<file path="src/rtl/fir_result_sink.sv">
// fir_result_sink: rounds/saturates wide FIR results into OUT_W samples and
// buffers them in a first-word-fall-through FIFO with debug event counters.
`default_nettype none

module fir_result_sink #(
  parameter int IN_W  = 111,
  parameter int OUT_W = 16,
  parameter int SHIFT = 15,
  parameter int DEPTH = 8
) (
  input  logic             clk,
  input  logic             rst,
  input  logic [IN_W-1:0]  snk_data,
  input  logic             snk_valid,
  input  logic [1:0]       snk_error,
  output logic             snk_ready,
  output logic [OUT_W-1:0] out_data,
  output logic             out_valid,
  input  logic             out_ready,
  input  logic             clr_stats,
  output logic [15:0]      err_count,
  output logic [15:0]      sat_count,
  output logic             overflow
);

  localparam int AW = $clog2(DEPTH);
  localparam int CW = AW + 1;
  localparam logic [CW:0]   DEPTH_V = (CW+1)'(DEPTH);
  localparam logic [IN_W:0] ONE     = {{IN_W{1'b0}}, 1'b1};
  // Half an LSB of the shifted result; collapses to zero when SHIFT is 0.
  localparam logic signed [IN_W:0] RND  = $signed((ONE << SHIFT) >> 1);
  localparam logic signed [IN_W:0] MAXV = $signed({{(IN_W+2-OUT_W){1'b0}}, {(OUT_W-1){1'b1}}});
  localparam logic signed [IN_W:0] MINV = ~MAXV;

  logic                 rst_done;
  logic                 s1_valid;
  logic [OUT_W-1:0]     s1_data;
  logic [OUT_W-1:0]     mem [DEPTH];
  logic [AW-1:0]        wr_ptr;
  logic [AW-1:0]        rd_ptr;
  logic [CW-1:0]        count;

  logic signed [IN_W:0] ext;
  logic signed [IN_W:0] rounded;
  logic signed [IN_W:0] shifted;
  logic                 clip_hi;
  logic                 clip_lo;
  logic [OUT_W-1:0]     conv;
  logic [CW:0]          fill;
  logic                 accept;
  logic                 push;
  logic                 pop;

  always_comb begin
    ext     = {snk_data[IN_W-1], snk_data};
    rounded = ext + RND;
    shifted = rounded >>> SHIFT;
    clip_hi = shifted > MAXV;
    clip_lo = shifted < MINV;
    if (clip_hi)
      conv = MAXV[OUT_W-1:0];
    else if (clip_lo)
      conv = MINV[OUT_W-1:0];
    else
      conv = shifted[OUT_W-1:0];
  end

  // The stage register holds a reserved slot, so it counts against free space.
  assign fill      = (CW+1)'(count) + (CW+1)'(s1_valid);
  assign snk_ready = rst_done && (fill < DEPTH_V);
  assign accept    = snk_valid && snk_ready;
  assign out_valid = (count != '0);
  assign out_data  = out_valid ? mem[rd_ptr] : '0;
  assign push      = s1_valid;
  assign pop       = out_valid && out_ready;

  always_ff @(posedge clk or negedge rst) begin
    if (!rst) begin
      rst_done  <= 1'b0;
      s1_valid  <= 1'b0;
      s1_data   <= '0;
      wr_ptr    <= '0;
      rd_ptr    <= '0;
      count     <= '0;
      err_count <= '0;
      sat_count <= '0;
      overflow  <= 1'b0;
    end else begin
      rst_done <= 1'b1;
      s1_valid <= accept && (snk_error == 2'b00);
      if (accept && (snk_error == 2'b00))
        s1_data <= conv;

      if (push)
        wr_ptr <= wr_ptr + AW'(1);
      if (pop)
        rd_ptr <= rd_ptr + AW'(1);
      case ({push, pop})
        2'b10:   count <= count + CW'(1);
        2'b01:   count <= count - CW'(1);
        default: count <= count;
      endcase

      if (clr_stats) begin
        err_count <= '0;
        sat_count <= '0;
        overflow  <= 1'b0;
      end else begin
        if (accept && (snk_error != 2'b00) && (err_count != 16'hFFFF))
          err_count <= err_count + 16'd1;
        if (accept && (snk_error == 2'b00) && (clip_hi || clip_lo) && (sat_count != 16'hFFFF))
          sat_count <= sat_count + 16'd1;
        if (snk_valid && !snk_ready)
          overflow <= 1'b1;
      end
    end
  end

  always_ff @(posedge clk) begin
    if (push)
      mem[wr_ptr] <= s1_data;
  end

endmodule

`default_nettype wire

</file>
<file path="config.mk">
export PLATFORM = sky130hd
export DESIGN_NAME = fir_result_sink
export DESIGN_NICKNAME = d
export VERILOG_FILES = /design/src/rtl/fir_result_sink.sv
export SDC_FILE = /design/constraint.sdc
export NUM_CORES = 1
export LEC_CHECK = 0
export ABC_AREA = 1
export ABC_CLOCK_PERIOD_IN_PS = 2600
export CAP_MARGIN = 20
export CORE_MARGIN = 10
export CORE_UTILIZATION = 45
export CTS_BUF_LIST = sky130_fd_sc_hd__clkbuf_4
export CTS_CLUSTER_SIZE = 12
export DETAILED_ROUTE_END_ITERATION = 12
export DONT_BUFFER_PORTS = 1
export GPL_TIMING_DRIVEN = 0
export HOLD_SLACK_MARGIN = 0.1
export SLEW_MARGIN = 20
export SYNTH_ARGS = -nofsm -noshare
export SYNTH_HDL_FRONTEND = slang
export SYNTH_SLANG_ARGS = --single-unit
</file>
<file path="constraint.sdc">
create_clock -name clk -period 2.6 [get_ports clk]
set_clock_uncertainty 0.2 [all_clocks]
set_input_delay 0.13 -clock clk [delete_from_list [all_inputs] [get_ports clk]]
set_output_delay 0.13 -clock clk [all_outputs]
set_load 0.01 [all_outputs]
</file>
# Word level (Yosys, flattened, before mapping)
# Memory sizes are Yosys's and may differ from the RTL's.
# Cells that the tools add are included.
# W data, S select, Z words.
# classes
addsub	8
multipliers	0
n_div	0
order_cmp	3
eq_ne	4
shifts	0
muxes	12
bitwise_logic	0
n_reduce_logical	18
# op_table
cell	count
$add A111 B16 Y112 const B	1
$mux W16	7
$gt A97 B16 Y1 const B	1
$lt A97 B16 Y1 const B	1
$add A16 B1 Y16 const B	2
$ne A16 B16 Y1 const B	2
$reduce_bool A2 Y1	5
$logic_and A1 B1 Y1	9
$pmux W4 S2	1
$add A3 B1 Y3 const B	2
$add A4 B1 Y5	1
$lt A5 B4 Y1 const B	1
$add A4 B1 Y4 const B	1
$mux W1	4
$reduce_bool A4 Y1	1
$sub A4 B1 Y4 const B	1
$eq A2 B1 Y1 const B	1
$eq A2 B2 Y1 const B	1
$logic_not A2 Y1	1
$logic_not A1 Y1	1
$logic_or A1 B1 Y1	1
# totals
register_bits	61
latchBits	0
mem_bits_rw	128
mem_bits_ro	0
in_bits	118
output_inout_bits	51
wordCells	55
memories	1
# memory_table
name	words	width	rd	rd_ports_with_merged_regs	wr	line_no	rtl
mem	8	16	1	0	1	38	logic [OUT_W-1:0] mem [DEPTH];

# Longest topological paths before layout
# depth
word_depth	9
ltp_mapped	23
mapped_depth_nobuf	22

# Worst setup path after synthesis
# OpenSTA, ideal clock, no wires.
# synth_timing
kind	input-to-reg
start	input snk_data[14]
end	register s1_data[10]
setup_ps	126
arrival_ps	2130
required_time_ps	2274
setup_slack_ps	144
path_stages	19
path_buffers	1
cell_sequence	ha_1 -> nand2_1 -> nor2_2 -> nand2_1 -> nor2_4 -> nand2_2 -> nor2_4 -> nand2_1 -> nand2_1 -> nand2_1 -> nor2_1 -> nand2_1 -> nor2_1 -> nand2_1 -> nor2_1 -> nand3_1 -> a21oi_2 -> buf_2 -> a2bb2oi_1
# synth_between
elab_chain_len	4
elab_cells_between_ends	5
cone_classes	1 x add/sub; 2 x order compare; 2 x mux
# synth_rtl
item	line_no	rtl
from (decl)	13	input logic [IN_W-1:0] snk_data,
$add A111 B16 Y112 (*)	56	rounded = ext + RND;
$lt A97 B16 Y1	59	clip_lo = shifted < MINV;
$mux W16	62	else if (clip_lo)
$mux W16 (*)	60	if (clip_hi)
to (signal assigned)	92	s1_data <= conv;
to (decl)	37	logic [OUT_W-1:0] s1_data;
# Every way passes the cells marked *; elsewhere a longest branch is shown, timed or not.
# A chain may end at the register's enable or synchronous reset.

# Worst setup path after layout
# layout_timing
start	input snk_data[28]
end	register s1_data[5]
# Same word-level chain as after synthesis.

==> results.json <==
{
  "synth-edff-count": 128,
  "total_power_w": 0.00900,
  "finish.utilization_pct": 54.1,
  "max_cap_viol_count": 0,
  "initial_utilization_pct": 45.5,
  "synth-seq-cells": 189,
  "grt_start_max_net_pins": 62,
  "synthToLayoutAreaGrowth_pct": 18.9,
  "worst_ep_required_time_ns": 2.86,
  "clk_transition_reported_paths_ns": 0.15,
  "synthFlopType": "edfxtp_1",
  "ctsRootBufferMaster": "clkbuf_4",
  "postSynth.asyncResetShare_pct": 32.3,
  "synth_warn": 0,
  "critical_path.cell_chain": "nand2_1 -> nor2_2 -> nand2_2 -> nor2_8 -> nand2_2 -> inv_2 -> nand2_1 -> nand2_1 -> nand2_1 -> nor2_1 -> nand3_1 -> nor2_1 -> nand2_1 -> a21oi_1 -> nand3_2 -> a21oi_4 -> buf_2 -> a2bb2oi_1",
  "grt_pass1_wl_um": 66000,
  "gp_routability_congestion": 0.987,
  "drt_first_pass_iters": 6,
  "grt_remaining_overflow": 0,
  "layout.cells.most_common": "nand2_1",
  "number_of_antenna_violations_at_the_first_check_in_global_routing": 1,
  "floorplan.io_pins": 169,
  "crit_path_max_incr_delay_ns": 0.25,
  "rsz0062_at_grt": "yes",
  "crit_top_cell": "nand2_1",
  "drive_gt1_share_pct": 12.4,
  "vias_per_cell": 5.32,
  "start_kind": "primary input",
  "antenna_left": 0,
  "worst_pin_slew_ns": 0.700,
  "slew_viol_final": 0,
  "max_freq_mhz": 392,
  "final_min_period_ns": 2.55,
  "grt.total_usage_pct": 23.7,
  "p_leak_nw": 5.94,
  "dieHeight_um": 188,
  "maxSlewHeadroom_pct": 53.3,
  "drcViolationCount": 0,
  "die_w_um": 188,
  "netlist-cell-type-count": 43,
  "critical_path.endpoint_type": "register",
  "synthesis.nets": 1916,
  "dr_total_vias": 12300,
  "preCtsSetupSlack_ns": -1.01,
  "dp_hpwl_um": 34000,
  "worstSetupPathType": "primary input to register",
  "clock_tree.htree_level_count": 4,
  "fin_setup_tns_ns": 0,
  "avgRoutedWirePerCell_um": 18.7,
  "drt_first_iter_violations": 915,
  "crit_path_top_delay_cell": "buf_2",
  "insertion_delay_ns": 0.58,
  "tritoncts": "yes",
  "seq_area_frac_synth_pct": 42.5,
  "final-hold-violation-count": 0,
  "postLayoutSetupSlackWorst_ns": 0.0498,
  "run_status": "complete, no violations",
  "port-buffer-count": 0,
  "row_count": 61,
  "numClockSinks": 189,
  "grt_pass1_vias": 11800,
  "critical_path_peak_fanout": 10,
  "synth_cell_area_sq_mm": 0.0126,
  "placeableCoreArea_sq_mm": 0.0278,
  "report.final.setup_viol": 0,
  "cellPowerDensity_mw_per_mm2": 599,
  "clk_path_buf_depth": 2,
  "final.period_utilization_pct": 98.1,
  "critPathArrivalTime_ns": 2.81,
  "most-common-layout-cells": "nand2_1, nor2_1, inv_1, edfxtp_1, o21ai_0",
  "irDropWorstVdd_v": 0.000275,
  "nets": 2051,
  "synthCells": 1789,
  "timing.hold.worst.class": "primary input to register",
  "design.die.area_sq_mm": 0.0352,
  "syn-mean-instance-area_sq_um": 7.07,
  "cts_made_buffers": 17,
  "routed_wirelength_um": 43200
}
critical path, delay by kind of cell:
family / cells / cell delay (ns)
AOI/OAI and AO/OA: 3 / 0.55
and+or+nand+nor: 13 / 1.69
buffers and inverters: 2 / 0.42
final cells by class:
class / instances / area (sq um)
fill: 2818 / 12700
multi-input combinational: 1392 / 6870
sequential: 189 / 5380
timing repair buffer: 116 / 1150
inverter: 174 / 656
tap: 378 / 473
buffer: 34 / 226
clock inverter: 15 / 160
clock buffer: 17 / 128
antenna: 1 / 2.50
where the power goes:
| group | internal (W) | switching [W] | total (W) |
|---|---|---|---|
| Sequential | 0.00373 | 0.000427 | 0.00415 |
| Combinational | 0.00123 | 0.00204 | 0.00327 |
| Clock | 0.000454 | 0.00113 | 0.00158 |
| Total | 0.00541 | 0.00359 | 0.00900 |
cell families (layout without fill, tap and decap cells):
kind of cell / count (synthesis) / after routing / synth area share [%]
AO/OA/AOI/OAI: 176 / 176 / 7.90
XOR/XNOR: 47 / 47 / 3.25
adder cells (fa/ha/maj): 9 / 9 / 0.950
buffers and inverters: 208 / 356 / 6.30
flip-flops: 189 / 189 / 42.5
other: 1 / 2 / 0.0296
AND/OR/NAND/NOR: 1159 / 1159 / 39.1
cell usage after synthesis (12+ instances only):
cell	count	area, sq um
a21oi_1	13	65.1
a2bb2oi_1	13	114
a31oi_1	16	100
clkbuf_1	29	109
dfrtp_1	61	1530
edfxtp_1	128	3840
inv_1	168	631
nand2_1	542	2030
nand3_1	104	521
nand3_2	12	120
nand3b_1	16	120
nand4_1	41	257
nor2_1	372	1400
nor2_2	23	144
nor3_1	16	80.1
o21ai_0	106	531
o22ai_1	17	106
xnor2_1	17	149
xor2_1	30	263
path summary, 6_finish.rpt:
kind | startpoint | endpoint | slack [ns] | depth (start not counted)
min | snk_data[66] | s1_data[3] | 0.07 | 10
max reg2reg | err_count[1] | err_count[13] | 0.09 | 16
max in group asynchronous | rst | rd_ptr[1] | 1.36 | 4
max | snk_data[28] | s1_data[5] | 0.05 | 18
min in group asynchronous | rst | sat_count[9] | 0.53 | 4
min reg2reg | wr_ptr[0] | wr_ptr[0] | 0.37 | 2
through the flow:
| stage | hold WS, ns | instances | area, sq um |
|---|---|---|---|
| after floorplan | -0.366 | 1789 | 12600 |
| after global placement | -0.363 | 2167 | 13100 |
| after detailed placement | -0.363 | 2176 | 13300 |
| after CTS | 0.0377 | 2284 | 14500 |
| after global routing | 0.100 | 2316 | 15000 |
| final | 0.0736 | 2316 | 15000 |
registers in the layout, indices dropped and copies added (netlist names):
name       flops
rst_done       1
sat_count     16
push           1
mem          128
err_count     16
count          4
wr_ptr         3
overflow       1
s1_data       16
rd_ptr         3
per-layer routing:
metal  global-route usage [%]  wire (um)  up-vias
met5                        0          0        -
li1                         -          -     6115
met2                     41.7      21400      439
met3                     4.56       3110       64
met1                     28.2      17300     5706
met4                     8.58       1390        0
repair_timing:
action / CTS / global route
endpoints found under the hold margin: 118 / 4
resized for setup: 57 / 84
pin swaps: 3 / 26
hold buffers: 70 / 10
endpoints found under the setup margin: 49 / 55
setup buffers: 6 / 21
(Power assumes the default switching activity.)
